--- src/rtl/fifo_enq_arbiter_pkg.sv ---
// Shared types for the FIFO enqueue arbiter: FSM state encoding and index-width helpers.
// Package name is fifo_types so other schedulers can reuse it alongside rr_pick.
package fifo_types;

  typedef enum logic [0:0] {
    IDLE  = 1'b0,
    GRANT = 1'b1
  } arb_state_e;

  // Width of a requester index; a single requester still needs one bit.
  function automatic int calc_idx_w(input int n);
    return (n > 1) ? $clog2(n) : 1;
  endfunction

  function automatic int calc_cnt_w(input int burst);
    return $clog2(burst) + 1;
  endfunction

endpackage

--- src/rtl/fifo_enq_arbiter_if.sv ---
// Handshake bundle between N producers, the enqueue arbiter and one FIFO enqueue port.
// FIFO_ARB_TAG_EN widens fifo_data_o by idx_w bits to carry the grant index.
interface fifo_enq_arbiter_if
  import fifo_types::*;
#(
  parameter int num_req_p = 4,
  parameter int width_p   = 8
);

  localparam int idx_w = calc_idx_w(num_req_p);
`ifdef FIFO_ARB_TAG_EN
  localparam int out_w = width_p + idx_w;
`else
  localparam int out_w = width_p;
`endif

  logic [num_req_p-1:0] req_valid_i;
  logic [width_p-1:0]   req_data_i [num_req_p];
  logic [num_req_p-1:0] req_ready_o;
  logic                 fifo_valid_o;
  logic [out_w-1:0]     fifo_data_o;
  logic                 fifo_ready_i;
  logic [idx_w-1:0]     grant_id_o;
  logic                 busy_o;

  modport master (
    input  req_valid_i,
    input  req_data_i,
    input  fifo_ready_i,
    output req_ready_o,
    output fifo_valid_o,
    output fifo_data_o,
    output grant_id_o,
    output busy_o
  );

  modport slave (
    output req_valid_i,
    output req_data_i,
    output fifo_ready_i,
    input  req_ready_o,
    input  fifo_valid_o,
    input  fifo_data_o,
    input  grant_id_o,
    input  busy_o
  );

endinterface

--- src/rtl/fifo_enq_arbiter_rr_pick.sv ---
// rr_pick: combinational rotating priority encoder. Returns the first set request
// at or after ptr, wrapping past num_req_p-1 to 0, plus a flag telling whether any was set.
module rr_pick
  import fifo_types::*;
#(
  parameter int  num_req_p = 4,
  localparam int idx_w     = calc_idx_w(num_req_p)
) (
  input  logic [num_req_p-1:0] req,
  input  logic [idx_w-1:0]     ptr,
  output logic [idx_w-1:0]     idx,
  output logic                 any
);

  localparam int sum_w = idx_w + 1;

  // cand[k] is the index examined k positions after ptr. The wrap compares against
  // num_req_p-1 explicitly so non-power-of-two requester counts rotate correctly.
  logic [idx_w-1:0] cand [num_req_p];

  generate
    for (genvar gi = 0; gi < num_req_p; gi++) begin : g_cand
      logic [sum_w-1:0] sum;
      assign sum = {1'b0, ptr} + sum_w'(gi);
      assign cand[gi] = (sum > sum_w'(num_req_p - 1)) ? idx_w'(sum - sum_w'(num_req_p))
                                                       : sum[idx_w-1:0];
    end
  endgenerate

  // Scan from the farthest offset back to ptr so the nearest set request wins.
  always_comb begin
    idx = '0;
    any = 1'b0;
    for (int k = num_req_p - 1; k >= 0; k--) begin
      if (req[cand[k]]) begin
        idx = cand[k];
        any = 1'b1;
      end
    end
  end

endmodule

--- src/rtl/fifo_enq_arbiter.sv ---
// Round-robin burst arbiter sharing one FIFO enqueue port among num_req_p producers.
// Optional macro FIFO_ARB_TAG_EN prefixes each enqueued word with the granted index.
module fifo_enq_arbiter
  import fifo_types::*;
#(
  parameter int num_req_p = 4,
  parameter int width_p   = 8,
  parameter int burst_p   = 4
) (
  input  logic                clk_i,
  input  logic                reset_i,
  fifo_enq_arbiter_if.master  bus
);

  localparam int idx_w = calc_idx_w(num_req_p);
  localparam int cnt_w = calc_cnt_w(burst_p);
  localparam logic [cnt_w-1:0] last_beat = cnt_w'(burst_p - 1);
  localparam logic [idx_w-1:0] last_idx  = idx_w'(num_req_p - 1);

  arb_state_e         state;
  logic [idx_w-1:0]   grant_id;
  logic [idx_w-1:0]   rr_ptr;
  logic [cnt_w-1:0]   beat_cnt;

  logic [idx_w-1:0]   pick_idx;
  logic               pick_any;
  logic [idx_w-1:0]   next_ptr;
  logic               gnt_active;
  logic               gnt_valid;
  logic [width_p-1:0] gnt_data;
  logic               beat;
  logic               burst_done;

  rr_pick #(
    .num_req_p (num_req_p)
  ) u_pick (
    .req (bus.req_valid_i),
    .ptr (rr_ptr),
    .idx (pick_idx),
    .any (pick_any)
  );

  // Only the granted requester's valid/data reach the outputs; reset forces them quiet.
  assign gnt_active = (state == GRANT) && !reset_i;
  assign gnt_valid  = bus.req_valid_i[grant_id];
  assign gnt_data   = bus.req_data_i[grant_id];
  assign beat       = gnt_valid && bus.fifo_ready_i;
  assign burst_done = beat && (beat_cnt == last_beat);
  assign next_ptr   = (grant_id == last_idx) ? '0 : grant_id + 1'b1;

  always_ff @(posedge clk_i) begin
    if (reset_i) begin
      state    <= IDLE;
      grant_id <= '0;
      rr_ptr   <= '0;
      beat_cnt <= '0;
    end else begin
      unique case (state)
        IDLE: begin
          if (pick_any) begin
            grant_id <= pick_idx;
            beat_cnt <= '0;
            state    <= GRANT;
          end
        end
        GRANT: begin
          // A dropped valid ends the burst; a FIFO stall simply holds beat_cnt.
          if (!gnt_valid || burst_done) begin
            state  <= IDLE;
            rr_ptr <= next_ptr;
          end
          if (beat) begin
            beat_cnt <= beat_cnt + 1'b1;
          end
        end
        default: state <= IDLE;
      endcase
    end
  end

  generate
    for (genvar gi = 0; gi < num_req_p; gi++) begin : g_ready
      assign bus.req_ready_o[gi] = gnt_active && (grant_id == idx_w'(gi)) && bus.fifo_ready_i;
    end
  endgenerate

  assign bus.fifo_valid_o = gnt_active && gnt_valid;
`ifdef FIFO_ARB_TAG_EN
  assign bus.fifo_data_o  = gnt_active ? {grant_id, gnt_data} : '0;
`else
  assign bus.fifo_data_o  = gnt_active ? gnt_data : '0;
`endif
  assign bus.grant_id_o   = reset_i ? '0 : grant_id;
  assign bus.busy_o       = gnt_active;

endmodule

--- src/flat_wrapper.sv ---
// flat-port wrapper written by rule: the top's interface ports become plain ports
module fifo_enq_arbiter_flat import fifo_types::*;
#(
  parameter int num_req_p = 4,
  parameter int width_p   = 8,
  parameter int burst_p   = 4
)
  (clk_i, reset_i, bus_req_valid_i, bus_req_data_i, bus_fifo_ready_i, bus_req_ready_o, bus_fifo_valid_o, bus_fifo_data_o, bus_grant_id_o, bus_busy_o);
  fifo_enq_arbiter_if #(.num_req_p(num_req_p), .width_p(width_p)) bus_i ();
  input  logic clk_i;
  input  logic reset_i;
  input wire logic [$bits(bus_i.req_valid_i)-1:0] bus_req_valid_i;
  input wire logic [$bits(bus_i.req_data_i)-1:0] bus_req_data_i;
  input wire logic [$bits(bus_i.fifo_ready_i)-1:0] bus_fifo_ready_i;
  output wire logic [$bits(bus_i.req_ready_o)-1:0] bus_req_ready_o;
  output wire logic [$bits(bus_i.fifo_valid_o)-1:0] bus_fifo_valid_o;
  output wire logic [$bits(bus_i.fifo_data_o)-1:0] bus_fifo_data_o;
  output wire logic [$bits(bus_i.grant_id_o)-1:0] bus_grant_id_o;
  output wire logic [$bits(bus_i.busy_o)-1:0] bus_busy_o;
  assign bus_i.req_valid_i = bus_req_valid_i;
  assign bus_i.req_data_i = {>>{bus_req_data_i}};
  assign bus_i.fifo_ready_i = bus_fifo_ready_i;
  assign bus_req_ready_o = bus_i.req_ready_o;
  assign bus_fifo_valid_o = bus_i.fifo_valid_o;
  assign bus_fifo_data_o = bus_i.fifo_data_o;
  assign bus_grant_id_o = bus_i.grant_id_o;
  assign bus_busy_o = bus_i.busy_o;
  fifo_enq_arbiter #(.num_req_p(num_req_p), .width_p(width_p), .burst_p(burst_p)) u_core (.clk_i(clk_i), .reset_i(reset_i), .bus(bus_i));
endmodule
--- config.mk ---
export PLATFORM = sky130hd
export DESIGN_NAME = fifo_enq_arbiter_flat
export DESIGN_NICKNAME = d
export VERILOG_FILES = /design/src/rtl/fifo_enq_arbiter_pkg.sv /design/src/rtl/fifo_enq_arbiter_if.sv /design/src/rtl/fifo_enq_arbiter_rr_pick.sv /design/src/rtl/fifo_enq_arbiter.sv /design/src/flat_wrapper.sv
export SDC_FILE = /design/constraint.sdc
export NUM_CORES = 1
export LEC_CHECK = 0
export CAP_MARGIN = 15
export CORE_UTILIZATION = 38
export CTS_CLUSTER_SIZE = 16
export DETAILED_ROUTE_END_ITERATION = 16
export MAX_ROUTING_LAYER = met4
export PLACE_DENSITY = 0.92
export SLEW_MARGIN = 20
export SYNTH_ARGS = -nofsm -noshare
export SYNTH_HDL_FRONTEND = slang
export SYNTH_SLANG_ARGS = --single-unit
export TNS_END_PERCENT = 1
--- constraint.sdc ---
create_clock -name clk_i -period 4.1 [get_ports clk_i]
set_input_delay 1.025 -clock clk_i [delete_from_list [all_inputs] [get_ports clk_i]]
set_output_delay 1.025 -clock clk_i [all_outputs]
set_load 0.01 [all_outputs]
## Yosys cells after proc, flatten, opt, wreduce, memory -nomap -nowiden

Index checks and enable logic that the tools add are counted.

- Register bits: 8
- Input port bits: 39
- Output and inout port bits: 16

- Add/sub/neg operators: 9
- $lt $le $gt $ge: 10
- Equality and inequality tests: 6
- Muxes and demuxes: 34
- Bitwise operators: 2
- Reduce and logical (&&, ||, !) cells: 19

Operators with widths:

| operator | number |
|---|---|
| $mux W8 | 3 |
| $mux W2 | 10 |
| $bmux W8 S2 | 1 |
| $lt A2 B3 Y1 const B | 5 |
| $logic_and A1 B1 Y1 | 12 |
| $mux W1 | 11 |
| $bmux W1 S2 | 5 |
| $gt A3 B2 Y1 const B | 3 |
| $sub A2 B1 Y2 const B | 4 |
| $add A2 B2 Y3 const B | 2 |
| $mux W3 | 2 |
| $pmux W3 S2 | 1 |
| $reduce_and A2 Y1 | 3 |
| $eq A2 B2 Y1 const B | 2 |
| $add A2 B1 Y3 const B | 1 |
| $add A3 B1 Y3 const B | 1 |
| $eq A3 B2 Y1 const B | 1 |
| $ge A3 B3 Y1 const B | 1 |
| $not A2 Y3 | 1 |
| $add A2 B1 Y2 const B | 1 |
| $eq A2 B1 Y1 const B | 1 |
| $gt A2 B2 Y1 const B | 1 |
| $logic_not A1 Y1 | 2 |
| $logic_not A2 Y1 | 1 |
| other kinds (5) | 5 |

## Logic depth before layout (Yosys ltp)

Gate-level depths: netlist of the first run.

- Depth in word-level cells: 11
- Gate-level depth with buffers: 6
- Depth with buffers taken out: 6

## By module

Synthesis of the first run repeated with hierarchy kept, for this count alone.

- Cell total of the unflattened synthesis: 90
- Area total of the unflattened synthesis: 865.8 µm²

By module, submodules not included:

| module | times used | cells each | area each (µm²) | sequential area each (µm²) |
|---|---|---|---|---|
| fifo_enq_arbiter | 1 | 77 | 788.3 | 160.2 |
| rr_pick | 1 | 13 | 77.6 | 0.0 |

## Least setup slack after synthesis of the first run

Ideal clock, no wire load.

- Kind: input-to-output
- Start: input bus_req_valid_i[3]
- End: output bus_fifo_valid_o
- Arrival: 1.721 ns
- Slack: 1.354 ns
- Stages on the path: 2
- Cell sequence: mux4_2 > and2_1

- Word-level cells in the longest chain between the ends: 3

Ends and longest elaborated chain:

| what | line | source |
|---|---|---|
| start: declaration | flat_wrapper.sv:12 | `input wire logic [$bits(bus_i.req_valid_i)-1:0] bus_req_valid_i;` |
| $bmux W1 S2 | fifo_enq_arbiter.sv:45 | `assign gnt_valid = bus.req_valid_i[grant_id];` |
| $mux W1 (not written as such) | fifo_enq_arbiter.sv:45 |  |
| $logic_and A1 B1 Y1 | fifo_enq_arbiter.sv:87 | `assign bus.fifo_valid_o = gnt_active && gnt_valid;` |
| end: declaration | flat_wrapper.sv:16 | `output wire logic [$bits(bus_i.fifo_valid_o)-1:0] bus_fifo_valid_o;` |

Every way passes these cells. The select of a mux whose other input is x is not followed.

## Final worst setup path of the first run

- Start: input bus_req_valid_i[1]
- End: output bus_fifo_valid_o

The elaborated chain is that of the path after synthesis.

==> results of run 1 <==
worst max-delay path, cell delays in order:
cell,delay [ps]
clkdlybuf4s50_1,510
mux4_2,550
and2_1,180
clkdlybuf4s50_1,480
final timing paths:
| kind | endpoint | start |
|---|---|---|
| max | bus_fifo_valid_o | bus_req_valid_i[1] |
| min | u_core.beat_cnt[2] | u_core.beat_cnt[2] |
| min reg2reg | u_core.beat_cnt[2] | u_core.beat_cnt[2] |
| max reg2reg | u_core.beat_cnt[0] | u_core.grant_id[0] |
final cells by class:
type                       instances  share of cell area
sequential                         8               0.112
clock buffer                       3              0.0157
inverter                           6              0.0157
timing repair buffer              57               0.393
multi-input combinational         70               0.440
tap                               27              0.0236
flip-flops by register name, indices dropped and copies added, names as in the netlist:
register and count:
u_core.state 1, u_core.beat_cnt 3, u_core.grant_id 2, u_core.rr_ptr 2
stage by stage:
stage | instance area (um^2) | cells | hold WS, ps
after detailed placement | 1410 | 168 | 462
after floorplan | 840 | 89 | 448
final | 1430 | 171 | 468
after CTS | 1430 | 171 | 469
after global placement | 1410 | 168 | 457
after global routing | 1430 | 171 | 501
per-layer routing:
metal  track usage  part of all wire  vias to the layer above
met5             -                 0                        -
met3        0.0374             0.077                        5
met4        0.0931             0.016                        0
met2         0.405              0.52                       43
li1              -                 -                      444
met1         0.219              0.39                      431
logic make-up after synthesis:
group / synth area share
DFF: 0.191
and+or+nand+nor: 0.235
AOI/OAI and AO/OA: 0.125
adders and majority gates: 0.0894
muxes: 0.301
buffers and inverters: 0.0581
power by group through the flow:
stage               sequential [mW]  clock (mW)  combinational, mW
finish                       0.0916      0.0605              0.115
global route                 0.0928      0.0658              0.124
CTS                          0.0917      0.0627              0.115
detailed placement           0.0933           0              0.115
global placement             0.0927           0              0.111
floorplan                    0.0888           0             0.0573
cell usage in the layout, fill, tap and decap left out, types with 2 or more instances in the layout:
cell / instances
and3_1: 4
nor2b_1: 2
nand2_1: 3
mux2_2: 2
clkbuf_4: 3
and2_1: 9
ha_1: 6
clkdlybuf4s50_1: 54
nor2_1: 7
mux4_2: 7
inv_1: 6
mux2i_1: 2
nand3_1: 4
buf_4: 3
a21oi_1: 8
or2_1: 2
dfxtp_1: 8
mux4_1: 2
==> flow_summary_export.csv, run 1 <==
group,metric,value,unit
outcome,status,"finished, final reports clean",
synth,synthFlopType,"dfxtp_1",
clocking,path_clk_slew,50,ps
sta,hold_viol,0,
sta,period_share,0.920,
synth,synth.largest_area_cell,"dfxtp_1",
synth,synth-edff-count,0,
pwr,power.leakage,0.543,nW
critical_path,reg2reg_depth,4,
global_route,grt_max_degree,17,
synth,synth_seq_cells,8,
route,wl_per_cell,14.3,um
sta,rsz0062_at_grt,"false",
sta,setup-violations-final,0,
pwr,vdd_drop_max,0.000162,V
run,maxCapViolCount,0,
pwr,p_sw_frac,0.282,
synth,yosysUniqueCellTypes,29,
global_route,grt_usage,0.216,
route,antenna_left,0,
global_route,grt_first_pass_wirelength,3.87,mm
clocking,cts-buffers-inserted,3,
synth,syn_nets,134,
synth,ys_async_sr_fraction,0,
pwr,p_sw,0.0754,mW
critical_path,cp_data_required_time,3070,ps
synth,netlist.area_leader.share,0.191,
placed_design,place_ws,333,ps
global_route,grt_pass1_vias,890,
critical_path,cp-start-kind,"input port",
clocking,clock_sinks,8,
placed_design,hpwl,1.99,mm
finish,regArea,160,um^2
critical_path,crit_type,"input port to output pin",
clocking,cts_tree,"built",
pwr,combPwrFrac,0.430,
synth,syn_area_per_cell,9.43,um^2
synth,synth-seq-area-share,0.191,
sta,setup_ws,329,ps
finish,finalNetCount,191,
placed_design,gp_congestion,0.821,
worst_hold_path,hold_depth,2,
sta,period_needed,3770,ps
synth,netlist_top_cells_area,"dfxtp_1 19%, mux4_2 19%, ha_1 8.9%",
sta,fmaxAchievable,265,MHz
route,drcViolationCount,0,
clocking,cts_hold_buf,0,
synth,syn_inst,89,
floorplanning,start_util,0.415,
route,first_pass_iters,4,
sta,skew,5.04,ps
global_route,antenna_found_initial,0,
route,vias,923,
critical_path,regToRegSetupSlack,2340,ps
clocking,post-cts-setup-buffers,0,
sta,tns,0,ps
finish,drive_above_1_share,0.132,
floorplanning,row_count,16,
finish,syn2layout_area_growth,70.6,%
clocking,cts_max_level,1,
sta,tightestPinTransition,762,ps
synth,netlist_area,840,um^2
floorplanning,io_pins,55,
floorplanning,die_w,49.0,um
finish,num-fill-cells,156,
pwr,p_per_area,186,mW/mm^2
floorplanning,core,0.00202,mm^2
route,avgViaCountPerCell,5.40,
finish,final_core_util,0.709,
pwr,intPower,0.192,mW
critical_path,critical_path.max_fanout,7,
worst_hold_path,hold_class,"flip-flop to flip-flop",
clocking,cts_resized,0,
pwr,total_power,0.267,mW
pwr,power_frac_clock,0.227,
placed_design,port_buffers,54,
sta,slew_violations,0,
route,first_iter_violations,13,
synth,post-synth-top-count-cell,"and2_1",
clocking,cts_max_path_buffers,2,
critical_path,cp-end-kind,"output pin",
global_route,gr-total-overflow,0,
synth,yosysWarningCount,0,
floorplanning,dieArea,0.00240,mm^2
sta,max_slew_margin,0.492,
clocking,cts_root_buf,"clkbuf_4",
floorplanning,die_h,49.0,um
pwr,seq_power_share,0.343,
clocking,insertion_delay,260,ps
finish,multi_input_comb_area,631,um^2
synth,synthTopCellsByCount,"9 x and2_1, 8 x a21oi_1, 8 x dfxtp_1, 7 x mux4_2, 7 x nor2_1",
route,drt_wl_total,2.44,mm
finish,num_antenna_cells,0,
critical_path,worstPathArrival,2750,ps
(Power assumes the default switching activity.)
==> run 2, diff against run 1 <==
CORE_UTILIZATION = 36   (was 38)
PLACE_DENSITY = 0.88   (was 0.92)
clock period = 3.85 ns   (was 4.1 ns; I/O delays follow)
==> flow_summary_export.csv, run 2 (same netlist as run 1, synthesis figures left out) <==
group,metric,value,unit
outcome,status,"finished, final reports clean",
clocking,cts_resized,0,
pwr,total_power,0.285,mW
sta,max_slew_margin,0.727,
sta,hold_viol,0,
finish,final_common_cell,"clkdlybuf4s50_1",
finish,finalNetCount,193,
sta,setup_ws,181,ps
sta,tightestPinTransition,408,ps
floorplanning,die_w,50.3,um
pwr,power.leakage,0.553,nW
worst_hold_path,hold_class,"flip-flop to flip-flop",
clocking,cts_root_buf,"clkbuf_4",
global_route,antenna_found_initial,0,
floorplanning,row_count,17,
sta,tns,0,ps
route,avgViaCountPerCell,5.31,
finish,finalNonFillerCells,174,
clocking,cts-buffers-inserted,3,
clocking,cts_max_path_buffers,2,
finish,largestRegisters,"u_core.beat_cnt x3, u_core.grant_id x2, u_core.rr_ptr x2",
finish,num_antenna_cells,0,
pwr,p_per_area,196,mW/mm^2
run,maxCapViolCount,0,
placed_design,hpwl,2.05,mm
critical_path,cp_slowest_cell,"mux4_2",
floorplanning,io_pins,55,
sta,period_share,0.953,
finish,drive_above_1_share,0.144,
clocking,path_clk_slew,50,ps
global_route,gr-total-overflow,0,
sta,setup-violations-final,0,
finish,syn2layout_area_growth,72.6,%
route,first_iter_violations,21,
floorplanning,die_h,50.3,um
critical_path,cp_data_required_time,2890,ps
global_route,grt_usage,0.198,
finish,largest_reg_flops,3,
sta,slew_violations,0,
critical_path,crit_top_cell,"clkdlybuf4s50_1",
placed_design,gp_congestion,0.888,
sta,period_needed,3670,ps
route,drt_wl_total,2.49,mm
sta,fmaxAchievable,273,MHz
critical_path,cp-start-kind,"input port",
critical_path,crit_chain,"clkdlybuf4s50_1, mux4_2, and2_1, clkdlybuf4s50_1",
critical_path,critical_path.max_fanout,6,
clocking,cts_max_level,1,
route,vias,924,
placed_design,port_buffers,54,
floorplanning,dieArea,0.00253,mm^2
placed_design,place_area,0.00143,mm^2
global_route,grt_pass1_vias,865,
finish,stdcell_area,0.00145,mm^2
clocking,post-cts-setup-buffers,0,
placed_design,dp_cells,171,
route,antenna_left,0,
critical_path,slowest_delay,580,ps
critical_path,crit_type,"input port to output pin",
clocking,insertion_delay,250,ps
clocking,clock_sinks,8,
global_route,grt_first_pass_wirelength,3.75,mm
finish,max_flop_register,"u_core.beat_cnt",
global_route,grt_max_degree,15,
route,first_pass_iters,5,
route,wl_per_cell,14.3,um
sta,rsz0062_at_grt,"false",
clocking,cts_hold_buf,0,
floorplanning,start_util,0.380,
critical_path,worstPathArrival,2710,ps
sta,skew,3.86,ps
critical_path,cp-end-kind,"output pin",
clocking,cts_tree,"built",
finish,final_cell_mix,"54 x clkdlybuf4s50_1, 9 x and2_1, 8 x a21oi_1, 8 x dfxtp_1",
placed_design,place_ws,179,ps
floorplanning,core,0.00221,mm^2
pwr,vdd_drop_max,0.000173,V
route,drcViolationCount,0,
[run 2: cell type report]
class                           instances  area (um^2)
Fill cell                             165          763
Multi-Input combinational cell         70          631
Clock buffer                            3         22.5
Timing Repair Buffer                   59          578
Sequential cell                         8          160
Tap cell                               28         35.0
Inverter                                6         22.5
[run 2: metal layers]
metal | part of all wire | up-vias | wire length [um] | GRT usage
met5 | 0 | - | 0 | -
met1 | 0.40 | 427 | 993 | 0.210
li1 | - | 450 | - | -
met4 | 0.0012 | 0 | 3 | 0.0417
met3 | 0.083 | 2 | 206 | 0.0242
met2 | 0.52 | 45 | 1280 | 0.387
[run 2: critical path, delay by kind of cell]
| kind | cells | cell delay [ps] |
|---|---|---|
| buffers and inverters | 2 | 970 |
| multiplexers | 1 | 580 |
| AND/OR/NAND/NOR | 1 | 190 |
[run 2: through the flow]
step                      hold WS (ps)  utilization
final                              485        0.655
after global placement             456        0.645
after global routing               496        0.655
after detailed placement           469        0.645
after CTS                          476        0.655
after floorplan                    448            -
[run 2: power breakdown]
| part | internal, mW | switching [mW] | total (mW) |
|---|---|---|---|
| logic | 0.0827 | 0.0454 | 0.128 |
| registers | 0.0877 | 0.00729 | 0.0950 |
| clock network | 0.0355 | 0.0261 | 0.0616 |
| total | 0.206 | 0.0788 | 0.285 |
[run 2: final timing paths]
check,start,end,slack [ps],cells after the start
worst max-delay path,bus_req_valid_i[3],bus_fifo_valid_o,180,4
worst min-delay path,u_core.beat_cnt[2],u_core.beat_cnt[2],490,2
worst max register to register,u_core.grant_id[1],u_core.rr_ptr[0],2120,5
worst min register to register,u_core.beat_cnt[2],u_core.beat_cnt[2],490,2
==> run 3, diff against run 2 <==
CORE_UTILIZATION = 37   (was 36)
CTS_BUF_LIST = sky130_fd_sc_hd__clkbuf_4 sky130_fd_sc_hd__clkbuf_8   (was default)
PLACE_DENSITY = 0.9   (was 0.88)
SLEW_MARGIN = default   (was 20)
==> flow_summary_export.csv, run 3 (same netlist as run 1, synthesis figures left out) <==
group,metric,value,unit
outcome,status,"finished, final reports clean",
clocking,cts-buffers-inserted,3,
global_route,grt_max_degree,17,
floorplanning,row_count,16,
floorplanning,die_w,49.6,um
finish,largest_reg_flops,3,
global_route,gr-total-overflow,0,
route,drt_wl_total,2.51,mm
critical_path,slowest_delay,570,ps
finish,final_common_cell,"clkdlybuf4s50_1",
pwr,intPower,0.205,mW
worst_hold_path,hold_class,"flip-flop to flip-flop",
route,first_iter_violations,20,
pwr,power.leakage,0.548,nW
route,antenna_left,0,
clocking,clock_sinks,8,
critical_path,worstPathArrival,2690,ps
floorplanning,start_util,0.411,
pwr,p_sw_frac,0.280,
critical_path,cp-start-kind,"input port",
global_route,grt_first_pass_wirelength,4.15,mm
finish,syn2layout_area_growth,71.5,%
critical_path,cp-end-kind,"output pin",
run,maxCapViolCount,0,
sta,period_share,0.949,
clocking,cts_resized,0,
critical_path,crit_type,"input port to output pin",
sta,hold_viol,0,
route,wl_per_cell,14.6,um
finish,drive_above_1_share,0.138,
route,avgViaCountPerCell,5.40,
global_route,grt_usage,0.227,
placed_design,gp_congestion,0.753,
clocking,insertion_delay,250,ps
sta,skew,5.60,ps
critical_path,crit_chain,"clkdlybuf4s50_1, mux4_2, and2_1, clkdlybuf4s50_1",
placed_design,port_buffers,54,
sta,tns,0,ps
clocking,cts_max_level,1,
finish,num-fill-cells,168,
sta,period_needed,3650,ps
clocking,cts_hold_buf,0,
pwr,seq_power_share,0.342,
finish,stdcell_area,0.00144,mm^2
placed_design,place_area,0.00142,mm^2
clocking,path_clk_slew,50,ps
floorplanning,core,0.00204,mm^2
clocking,cts_root_buf,"clkbuf_4",
route,vias,928,
critical_path,regToRegSetupSlack,2070,ps
floorplanning,die_h,49.6,um
clocking,cts_tree,"built",
finish,largestRegisters,"u_core.beat_cnt x3, u_core.grant_id x2, u_core.rr_ptr x2",
pwr,p_sw,0.0797,mW
sta,rsz0062_at_grt,"false",
pwr,p_per_area,197,mW/mm^2
sta,setup-violations-final,0,
floorplanning,io_pins,55,
sta,fmaxAchievable,274,MHz
route,drcViolationCount,0,
floorplanning,dieArea,0.00246,mm^2
global_route,grt_pass1_vias,915,
clocking,post-cts-setup-buffers,0,
critical_path,cp_slowest_cell,"mux4_2",
pwr,vdd_drop_max,0.000136,V
pwr,combPwrFrac,0.435,
route,first_pass_iters,4,
pwr,power_frac_clock,0.223,
clocking,cts_max_path_buffers,2,
global_route,antenna_found_initial,0,
finish,finalNetCount,192,
finish,final_cell_mix,"54 x clkdlybuf4s50_1, 9 x and2_1, 8 x a21oi_1, 8 x dfxtp_1",
critical_path,cp_data_required_time,2890,ps
critical_path,critical_path.max_fanout,6,
critical_path,crit_top_cell,"clkdlybuf4s50_1",
finish,max_flop_register,"u_core.beat_cnt",
finish,num_antenna_cells,0,
sta,max_slew_margin,0.483,
sta,tightestPinTransition,774,ps
sta,slew_violations,0,
placed_design,hpwl,2.04,mm
[run 3: area by class of cell]
class | count | area, um^2 | share of cell area
well taps | 27 | 33.8 | 0.0235
repair buffers | 58 | 571 | 0.396
inverters | 6 | 22.5 | 0.0156
clock buffers | 3 | 22.5 | 0.0156
multi-input cells | 70 | 631 | 0.438
flip-flops and latches | 8 | 160 | 0.111
[run 3: final timing paths]
check	end	depth (start not counted)	startpoint
max	bus_fifo_valid_o	4	bus_req_valid_i[3]
min	u_core.beat_cnt[2]	2	u_core.beat_cnt[2]
max reg2reg	u_core.beat_cnt[2]	4	u_core.grant_id[0]
min reg2reg	u_core.beat_cnt[2]	2	u_core.beat_cnt[2]
[run 3: per-stage QoR]
stage | worst slack, ps | total power, mW | std cells | utilization | hold slack, ps
after floorplan | 1230 | 0.156 | 89 | - | 448
after global routing | 131 | 0.300 | 172 | 0.705 | 502
after detailed placement | 209 | 0.222 | 169 | 0.694 | 477
after global placement | 234 | 0.218 | 169 | 0.694 | 456
final | 195 | 0.284 | 172 | 0.705 | 483
after CTS | 199 | 0.286 | 172 | 0.705 | 484
[run 3: critical path: cells and delay by family]
family | cells | cell delay [ps]
buffers and inverters | 2 | 980
muxes | 1 | 570
and+or+nand+nor | 1 | 180
[run 3: routing by layer]
layer,global-route usage,share of wire
met1,0.238,0.41
met2,0.423,0.51
met3,0.0401,0.073
met4,0.0714,0.0092
met5,-,0
[run 3: power by group through the flow]
stage / Clock, mW / Combinational (mW) / Sequential [mW]
after floorplan: 0 / 0.0610 / 0.0946
after global placement: 0 / 0.120 / 0.0982
after detailed placement: 0 / 0.124 / 0.0987
after CTS: 0.0648 / 0.124 / 0.0971
after global routing: 0.0684 / 0.134 / 0.0984
final: 0.0635 / 0.124 / 0.0973
